File: src/rtl/servisia_mem_sched.sv
// servisia_mem_sched: boot sequencer and single-port SRAM arbiter between core and byte loader.
module servisia_mem_sched #(
    parameter int AW           = 21,
    parameter int RESET_CYCLES = 2,
    parameter int CNT_W        = 4
) (
    input  logic          clk_i,
    input  logic          rst_ni,
    input  logic [AW-1:0] core_waddr_i,
    input  logic [7:0]    core_wdata_i,
    input  logic          core_wen_i,
    input  logic [AW-1:0] core_raddr_i,
    input  logic          core_ren_i,
    output logic [7:0]    core_rdata_o,
    output logic          core_rst_no,
    input  logic          ld_req_i,
    input  logic          ld_we_i,
    input  logic [AW-1:0] ld_addr_i,
    input  logic [7:0]    ld_wdata_i,
    output logic          ld_gnt_o,
    output logic          ld_rvalid_o,
    output logic [7:0]    ld_rdata_o,
    input  logic          ld_done_i,
    input  logic          ld_halt_i,
    output logic          boot_o,
    output logic [AW-1:0] sram_addr_o,
    output logic [7:0]    sram_wdata_o,
    output logic          sram_write_o,
    output logic          sram_read_o,
    input  logic [7:0]    sram_rdata_i
);
    typedef enum logic [1:0] {BOOT, TAIL, RUN} state_e;
    state_e           state_q, state_d;
    logic [CNT_W-1:0] cnt_q, cnt_d;
    logic             rvalid_q;
    logic [7:0]       rdata_q;
    logic             core_rst_q;

    always_comb begin
        state_d      = state_q;
        cnt_d        = cnt_q;
        ld_gnt_o     = 1'b0;
        sram_write_o = 1'b0;
        sram_read_o  = 1'b0;
        sram_addr_o  = '0;
        sram_wdata_o = '0;
        case (state_q)
            BOOT: begin
                ld_gnt_o = ld_req_i;
                if (ld_done_i && !ld_req_i) begin
                    state_d = TAIL;
                    cnt_d   = '0;
                end
            end
            TAIL: begin
                cnt_d   = cnt_q + 1'b1;
                state_d = ld_halt_i ? BOOT : (cnt_q == CNT_W'(RESET_CYCLES - 1)) ? RUN : TAIL;
            end
            RUN: begin
                if (core_wen_i) begin
                    sram_write_o = 1'b1;
                    sram_addr_o  = core_waddr_i;
                    sram_wdata_o = core_wdata_i;
                end else if (core_ren_i) begin
                    sram_read_o = 1'b1;
                    sram_addr_o = core_raddr_i;
                end else begin
                    ld_gnt_o = ld_req_i;
                end
                if (ld_halt_i) state_d = BOOT;
            end
            default: state_d = BOOT;
        endcase
        if (!rst_ni) begin
            ld_gnt_o     = 1'b0;
            sram_write_o = 1'b0;
            sram_read_o  = 1'b0;
        end
        if (ld_gnt_o) begin
            sram_addr_o  = ld_addr_i;
            sram_write_o = ld_we_i;
            sram_read_o  = !ld_we_i;
            sram_wdata_o = ld_we_i ? ld_wdata_i : 8'h00;
        end
    end

    always_ff @(posedge clk_i) begin
        if (!rst_ni) begin
            state_q    <= BOOT;
            cnt_q      <= '0;
            rvalid_q   <= 1'b0;
            rdata_q    <= 8'h00;
            core_rst_q <= 1'b0;
        end else begin
            state_q    <= state_d;
            cnt_q      <= cnt_d;
            rvalid_q   <= ld_gnt_o && !ld_we_i;
            if (rvalid_q) rdata_q <= sram_rdata_i;
            core_rst_q <= (state_d == RUN);
        end
    end

    // SRAM data arrives in the rvalid cycle, so it is forwarded then and held afterwards
    assign ld_rdata_o   = rvalid_q ? sram_rdata_i : rdata_q;
    assign ld_rvalid_o  = rvalid_q;
    assign core_rdata_o = sram_rdata_i;
    assign core_rst_no  = core_rst_q;
    assign boot_o       = (state_q != RUN);
endmodule

File: config.mk
export PLATFORM = sky130hd
export DESIGN_NAME = servisia_mem_sched
export DESIGN_NICKNAME = d
export VERILOG_FILES = /design/src/rtl/servisia_mem_sched.sv
export SDC_FILE = /design/constraint.sdc
export NUM_CORES = 1
export LEC_CHECK = 0
export ABC_CLOCK_PERIOD_IN_PS = 1520
export CAP_MARGIN = 0
export CORE_MARGIN = 2
export CORE_UTILIZATION = 28
export DETAILED_ROUTE_END_ITERATION = 6
export PLACE_DENSITY_LB_ADDON = 0.08
export SETUP_SLACK_MARGIN = 0.5
export SKIP_CTS_REPAIR_TIMING = 1
export SYNTH_ARGS = -nofsm -noshare
export SYNTH_HDL_FRONTEND = slang
export SYNTH_SLANG_ARGS = --single-unit
File: constraint.sdc
create_clock -name clk_i -period 1.52 [get_ports clk_i]
set_input_delay 0.152 -clock clk_i [delete_from_list [all_inputs] [get_ports clk_i]]
set_output_delay 0.152 -clock clk_i [all_outputs]
set_load 0.02 [all_outputs]
# Word level (Yosys, flattened, before mapping)
# Index checks and enable logic that the tools add are counted.
# Widths: inputs -> output; s select.
[word_totals] word_cells=48 regBits=16 inputBits=95 out_inout_bits=51
[op_classes] n_eq_ne=6 mux=29 reduce_logical=7 n_addsub=1
[op_table] op="$mux 21" count=4
[op_table] op="$mux 8" count=5
[op_table] op="$mux 1" count=12
[op_table] op="$mux 2" count=4
[op_table] op="$pmux 4 s2" count=1
[op_table] op="$pmux 2 s3" count=1
[op_table] op="$add 4x1->4 const B" count=1
[op_table] op="$eq 2x2->1 const B" count=2
[op_table] op="$eq 4x1->1 const B" count=1
[op_table] op="$mux 4" count=1
[op_table] op="$ne 2x2->1 const B" count=2
[op_table] op="$eq 2x1->1 const B" count=1
[op_table] op="$logic_and 1x1->1" count=2
[op_table] op="$logic_not 1->1" count=2
[op_table] op="$logic_not 2->1" count=1
[op_table] op="$pmux 1 s2" count=1
[op_table] op="$reduce_and 2->1" count=1
[op_table] op="$reduce_bool 2->1" count=1

# Depth between registers and ports, before layout
# Gate-level depths: netlist (run 1).
[logic_depth] ltp_word=5 ltp_mapped=5 ltp_nobuf=5

# Worst setup path after synthesis (run 1)
# Ideal clock, no wire load.
[synth_path] kind="flip-flop to output port" from="register state_q[1]" to="output port sram_addr_o[12]" path_stages_with_launch=6 setup_slack_ns=0.189 t_required_ns=1.368 n_path_buf=2 arrival_ns=1.179 cell_sequence="dfxtp_1 > o21ai_1 > and4_1 > buf_6 > buf_2 > a21o_1"
[synth_between] elab_chain_cells=4 word_cells_on_any_way=6 cone_classes="eq/ne: 1; mux: 4; reduce/logical: 1"
[synth_rtl] item="from (decl)" line_no="33" rtl="state_e state_q, state_d;"
[synth_rtl] item="from (signal assigned)" line_no="95" rtl="state_q <= state_d;"
[synth_rtl] item="$eq 2x2->1 or $logic_not 2->1 (tied branches)" line_no="47" rtl="case (state_q)"
[synth_rtl] item="$pmux 1 s2 *" line_no="47"
[synth_rtl] item="$mux 1 *" line_no="74" rtl="if (!rst_ni) begin"
[synth_rtl] item="net ld_gnt_o" line_no="20" rtl="output logic ld_gnt_o,"
[synth_rtl] item="$mux 21 *" line_no="79" rtl="if (ld_gnt_o) begin"
[synth_rtl] item="to (decl)" line_no="26" rtl="output logic [AW-1:0] sram_addr_o,"
# The timed path passes the listed nets; every way through them passes the cells marked *.

# Final worst setup path (run 1)
[layout_path] from="register state_q[0]" to="output port sram_addr_o[11]"
[layout_between] elab_chain_cells=4 word_cells_on_any_way=6 cone_classes="eq/ne: 1; mux: 4; reduce/logical: 1"
[layout_rtl] item="$eq 2x2->1 or $logic_not 2->1 (tied branches)" line_no="47"
[layout_rtl] item="$pmux 1 s2" line_no="47"
[layout_rtl] item="$mux 1" line_no="74"
[layout_rtl] item="$mux 21 *" line_no="79"
# Every way passes the cells marked *; elsewhere a longest branch is shown, timed or not.

==> reports/metrics.cfg, run 1 <==
[sta]
fin_tns_setup_ps = -3340
setup_viol = 31
rsz0062_at_grt = true
max_slew_margin = 0.839
slew_violations = 0
finClkSkew_ps = 0.898
worst_slack_ps = -170
worst_slew_pin_slew_ps = 241
finalCritPeriodShare = 1.11
min_period_ps = 1690
whs_ps = 507
max_freq_mhz = 592
hold_viol = 0

[drt]
via_per_inst = 4.87
wire_per_inst_um = 15.8
drt_iter0_markers = 35
ant_nets = 0
totalWireLength_um = 5410
drc = 0
vias = 1671
firstDrtPassIters = 4

[run_status]
outcome = finished with violations
violations = setup timing

[yosys]
synth_edf_count = 0
synth.top_cells.by_count = 23 x a22o_1, 21 x a21o_1, 16 x dfxtp_1
synthesis.area_sq_um = 1280
synth_top_area_cell = dfxtp_1
synthDistinctLibCells = 31
netlist.area_leader.share = 0.250
synth_seq_area_share = 0.250
synth_most_common_cell = a22o_1
synthFlopType = dfxtp_1
synthAdderAreaFrac = 0.0196
synthTopCellsByArea = dfxtp_1 25%, a22o_1 16%, a21o_1 12%, mux2_2 7.0%, a32o_1 6.3%
synth-xor-area-share = 0
async_flop_share = 0
muxShareOfSynthArea = 0.0705
syn_area_per_cell_sq_um = 9.20
synth_compound_area_frac = 0.394
syn_inst = 139
synth_top_family_by_area = compound AO/OA/AOI/OAI gates
synthSimpleGateAreaFrac = 0.133
synth_nets = 236
synth_warnings = 0
ys_ff_latch = 16

[clocking]
cts-root-buf = clkbuf_8
clockBufferDepth = 2
cts_tree = yes
clk_latency_ps = 250
clk_pin_slew_ps = 60
clock-sinks = 16
h-tree-depth = 1
cts_made_buffers = 3

[critical_path]
start_kind = flip-flop
cp-end-kind = primary output
required_ps = 1370
critPathBufInv = 2
crit_slowest_cell = dfxtp_2
slowest_delay_ps = 350
path_cells = and3b_2, buf_12, a22o_1, a21o_1, buf_2
worst_path_dominant_cell_family = compound AO/OA/AOI/OAI gates
setup.worst_path.class = reg2out
cp.arrival_ps = 1540
crit_fanout = 21

[floorplan]
ios = 146
die_h_um = 71.6
initial_core_util = 0.292
core-area_sq_um = 4380
die_width_um = 71.6
die-area_sq_um = 5120
num_rows = 24

[flow_run]
maxCapViolCount = 0

[power]
irDropWorstVdd_v = 0.000524
leakagePower_nw = 1.55
swShare = 0.266
p_clk_frac = 0.262
seqPwrFrac = 0.305
total_power_w = 0.00145
p_switching_w = 0.000386
comb_power_share = 0.433
p_int_w = 0.00106
p_per_area_nw_per_um2 = 480

[grt]
grt_max_degree = 27
grt_pass1_vias = 1563
grt_overflow = 0
grt_use_total = 0.187
grt_pass1_wl_um = 7730
antenna_found_initial = 0

[cells_and_area]
syn2layout_area_growth_pct = 136
final_util = 0.688
final_layout_size_suffix_gt1_frac = 0.412
n_antenna_cell = 0
final_net_count = 389

[placed_design]
port_buffers = 145
place_ws_ps = -590
gp_congestion = 0.760
hpwl_um = 4050

[hold_path]
hold_class = reg2reg

## area by class of cell
type                       count  area, sq um
clock buffer                   4         55.1
fill                         375         1370
timing repair buffer         169         1620
multi-input combinational     98          932
tap                           52         65.1
inverter                       4         15.0
sequential                    16          329
## cell usage in the layout, fill, tap and decap left out, types with 6 or more instances in the layout
| cell | count |
|---|---|
| a32o_2 | 8 |
| clkdlybuf4s50_1 | 92 |
| and2_4 | 6 |
| clkbuf_2 | 14 |
| mux2_4 | 8 |
| buf_4 | 20 |
| buf_6 | 24 |
| dfxtp_1 | 11 |
| buf_2 | 10 |
| a21o_1 | 21 |
| a22o_1 | 22 |
## state kept, by name (all words and copies together) (netlist names)
signal / cells
state_q: 2
rdata_q: 8
cnt_q: 4
core_rst_no: 1
ld_rvalid_o: 1
## cells by family (layout without fill, tap and decap cells)
family                   after synthesis  after routing
AO/OA/AOI/OAI                         62             62
AND/OR/NAND/NOR                       26             26
buffers and inverters                 25            177
flip-flops                            16             16
multiplexers                           8              8
adder cells (fa/ha/maj)                2              2
## worst min-delay path, delay by kind of cell, from the launching register on
kind,cells,cell delay (ps)
flip-flops,1,350
AND/OR/NAND/NOR,1,60
AO/OA/AOI/OAI,1,60
## path summary, 6_finish.rpt
check / from / to / slack (ps) / depth (start not counted)
worst max-delay path: state_q[0] / sram_addr_o[11] / -170 / 5
worst min-delay path: cnt_q[0] / cnt_q[0] / 510 / 2
worst max register to register: state_q[1] / cnt_q[2] / 370 / 4
worst min register to register: cnt_q[0] / cnt_q[0] / 510 / 2
## metal layers
layer	vias to the layer above	global-route usage	part of all wire
met5	-	0	0
met3	4	0.0380	0.069
met2	68	0.326	0.53
met1	768	0.244	0.39
li1	831	-	-
met4	0	0.0252	0.0063
## per-stage QoR
step / cell area (sq um) / std cells
after floorplan: 1370 / 139
after global placement: 2830 / 329
after detailed placement: 2830 / 329
after CTS: 2890 / 333
after global routing: 3020 / 343
final: 3020 / 343
## power by group through the flow
| stage | combinational [W] | sequential, W | clock (W) |
|---|---|---|---|
| 4_1_cts | 0.000586 | 0.000444 | 0.000399 |
| 3_3_place_gp | 0.000581 | 0.000453 | 0 |
| 5_1_grt | 0.000666 | 0.000444 | 0.000415 |
| 6_report | 0.000627 | 0.000442 | 0.000380 |
| 3_5_place_dp | 0.000583 | 0.000453 | 0 |
| 2_1_floorplan | 0.000220 | 0.000449 | 0 |
(Power assumes the default switching activity.)
==> inputs of run 2 (changes only) <==
- ABC_CLOCK_PERIOD_IN_PS: 1520 -> 1700
- MAX_ROUTING_LAYER: not set -> met4
- clock period: 1.52 -> 1.7 ns (I/O delays scaled with it)
==> run 2 against run 1 <==
Against the previous run: the flow now finishes without violations; core utilization is 0.23 points lower; count of clock-buffer cells in the layout stayed put; non-clock buffer count is 8 lower; register-to-register slack better by 150 ps; clock power is 11% lower; routed wire length is 4.7% higher; design area is 0.33% lower; sequential cell count stayed put; global-route usage is 1.7 points higher; die area stayed put.
==> reports/metrics.cfg, run 2 (synthesis gave the netlist of run 1 again) <==
[sta]
finClkSkew_ps = 6.77
setup_viol = 0
min_period_ps = 1690
worst_slack_ps = 11.2
finalCritPeriodShare = 0.993
rsz0062_at_grt = true
max_freq_mhz = 592
worst_slew_pin_slew_ps = 259
max_slew_margin = 0.827
whs_ps = 509
slew_violations = 0
hold_viol = 0

[clocking]
clockBufferDepth = 2
clk_latency_ps = 250
cts-root-buf = clkbuf_8
h-tree-depth = 1
clock-sinks = 16
cts_tree = yes
cts_made_buffers = 3
clk_pin_slew_ps = 70

[drt]
via_per_inst = 4.97
firstDrtPassIters = 4
vias = 1665
drt_iter0_markers = 44
totalWireLength_um = 5660
wire_per_inst_um = 16.9
drc = 0
ant_nets = 0

[grt]
grt_max_degree = 31
grt_overflow = 0
antenna_found_initial = 0
grt_pass1_vias = 1583
grt_use_total = 0.204
grt_pass1_wl_um = 8040

[placed_design]
placed_area_sq_um = 2800
hpwl_um = 4290
gp_congestion = 0.773
port_buffers = 145
place_ws_ps = -444
placed_cells = 325

[critical_path]
path_cells = and3b_2, buf_12, a22o_1, a21o_1, buf_2
start_kind = flip-flop
critPathBufInv = 2
worst_r2r_endpoint = cnt_q[2]
required_ps = 1530
setup.worst_path.class = reg2out
cp-end-kind = primary output
crit_slowest_cell = dfxtp_2
reg2reg_depth = 4
worst_path_dominant_cell_family = compound AO/OA/AOI/OAI gates
slowest_delay_ps = 340
cp.arrival_ps = 1520
reg2reg_slack_ps = 520
r2r-start = state_q[1]
crit_fanout = 30

[cells_and_area]
design_area_sq_um = 3010
final_net_count = 381
largest_reg_flops = 8
layout.cells.non_filler = 335
multi_input_area_sq_um = 891
final_common_cell = clkdlybuf4s50_1
ff_latch_area_sq_um = 332
reg_top3 = rdata_q (8), cnt_q (4), state_q (2)
top_register = rdata_q
final_layout_size_suffix_gt1_frac = 0.343
syn2layout_area_growth_pct = 135
fillCellCount = 375
n_antenna_cell = 0
layout_common_cells = 92 x clkdlybuf4s50_1, 25 x buf_6, 22 x a22o_1, 21 x a21o_1

[floorplan]
die_width_um = 71.6
initial_core_util = 0.292
die_h_um = 71.6
ios = 146
num_rows = 24
die-area_sq_um = 5120
core-area_sq_um = 4380

[power]
p_int_w = 0.000949
irDropWorstVdd_v = 0.000448
seqPwrFrac = 0.304
p_per_area_nw_per_um2 = 430
total_power_w = 0.00129
leakagePower_nw = 1.58
comb_power_share = 0.432
p_switching_w = 0.000344
swShare = 0.266
p_clk_frac = 0.263

[hold_path]
whs_path_depth = 2
hold_class = reg2reg
holdPathEnd = cnt_q[1]
holdCritStartpoint = cnt_q[1]

[flow_run]
maxCapViolCount = 0

[run_status]
outcome = finished, final reports clean

[run 2: tightest hold or removal path: stages (launching register included)]
cell     delay (ps)
dfxtp_2         330
inv_2            60
o31ai_1          70
[run 2: area by class of cell]
class | count | area share
Inverter | 4 | 0.00499
Multi-Input combinational cell | 98 | 0.296
Timing Repair Buffer | 161 | 0.549
Clock buffer | 4 | 0.0183
Sequential cell | 16 | 0.110
Tap cell | 52 | 0.0216
[run 2: per-stage QoR]
| stage | util | setup TNS [ps] |
|---|---|---|
| after floorplan | - | 0 |
| after global placement | 0.640 | -13210 |
| after detailed placement | 0.640 | -13250 |
| after CTS | 0.652 | -14380 |
| after global routing | 0.686 | -759 |
| final | 0.686 | 0 |
[run 2: worst max path at each step]
| stage | startpoint | to | slack (ps) | cells past startpoint |
|---|---|---|---|---|
| floorplan | state_q[0] | sram_addr_o[10] | 420 | 4 |
| global placement | core_wen_i | sram_addr_o[6] | -450 | 6 |
| detailed placement | core_wen_i | sram_addr_o[6] | -440 | 6 |
| CTS | core_wen_i | sram_addr_o[6] | -450 | 6 |
| global route | state_q[0] | sram_addr_o[14] | -60 | 5 |
| finish | state_q[0] | sram_addr_o[14] | 10 | 5 |
[run 2: power by group through the flow]
stage / logic, W / clock network, W / registers, W
6_report: 0.000559 / 0.000340 / 0.000393
5_1_grt: 0.000590 / 0.000369 / 0.000395
4_1_cts: 0.000525 / 0.000350 / 0.000398
3_5_place_dp: 0.000522 / 0 / 0.000406
3_3_place_gp: 0.000521 / 0 / 0.000406
2_1_floorplan: 0.000192 / 0 / 0.000403
[run 2: routing by layer]
metal	routed length, um	vias to the layer above	track usage
met5	0	-	-
met4	38	0	0.0335
met3	417	5	0.0478
met2	2960	66	0.343
met1	2250	777	0.254
li1	-	817	-
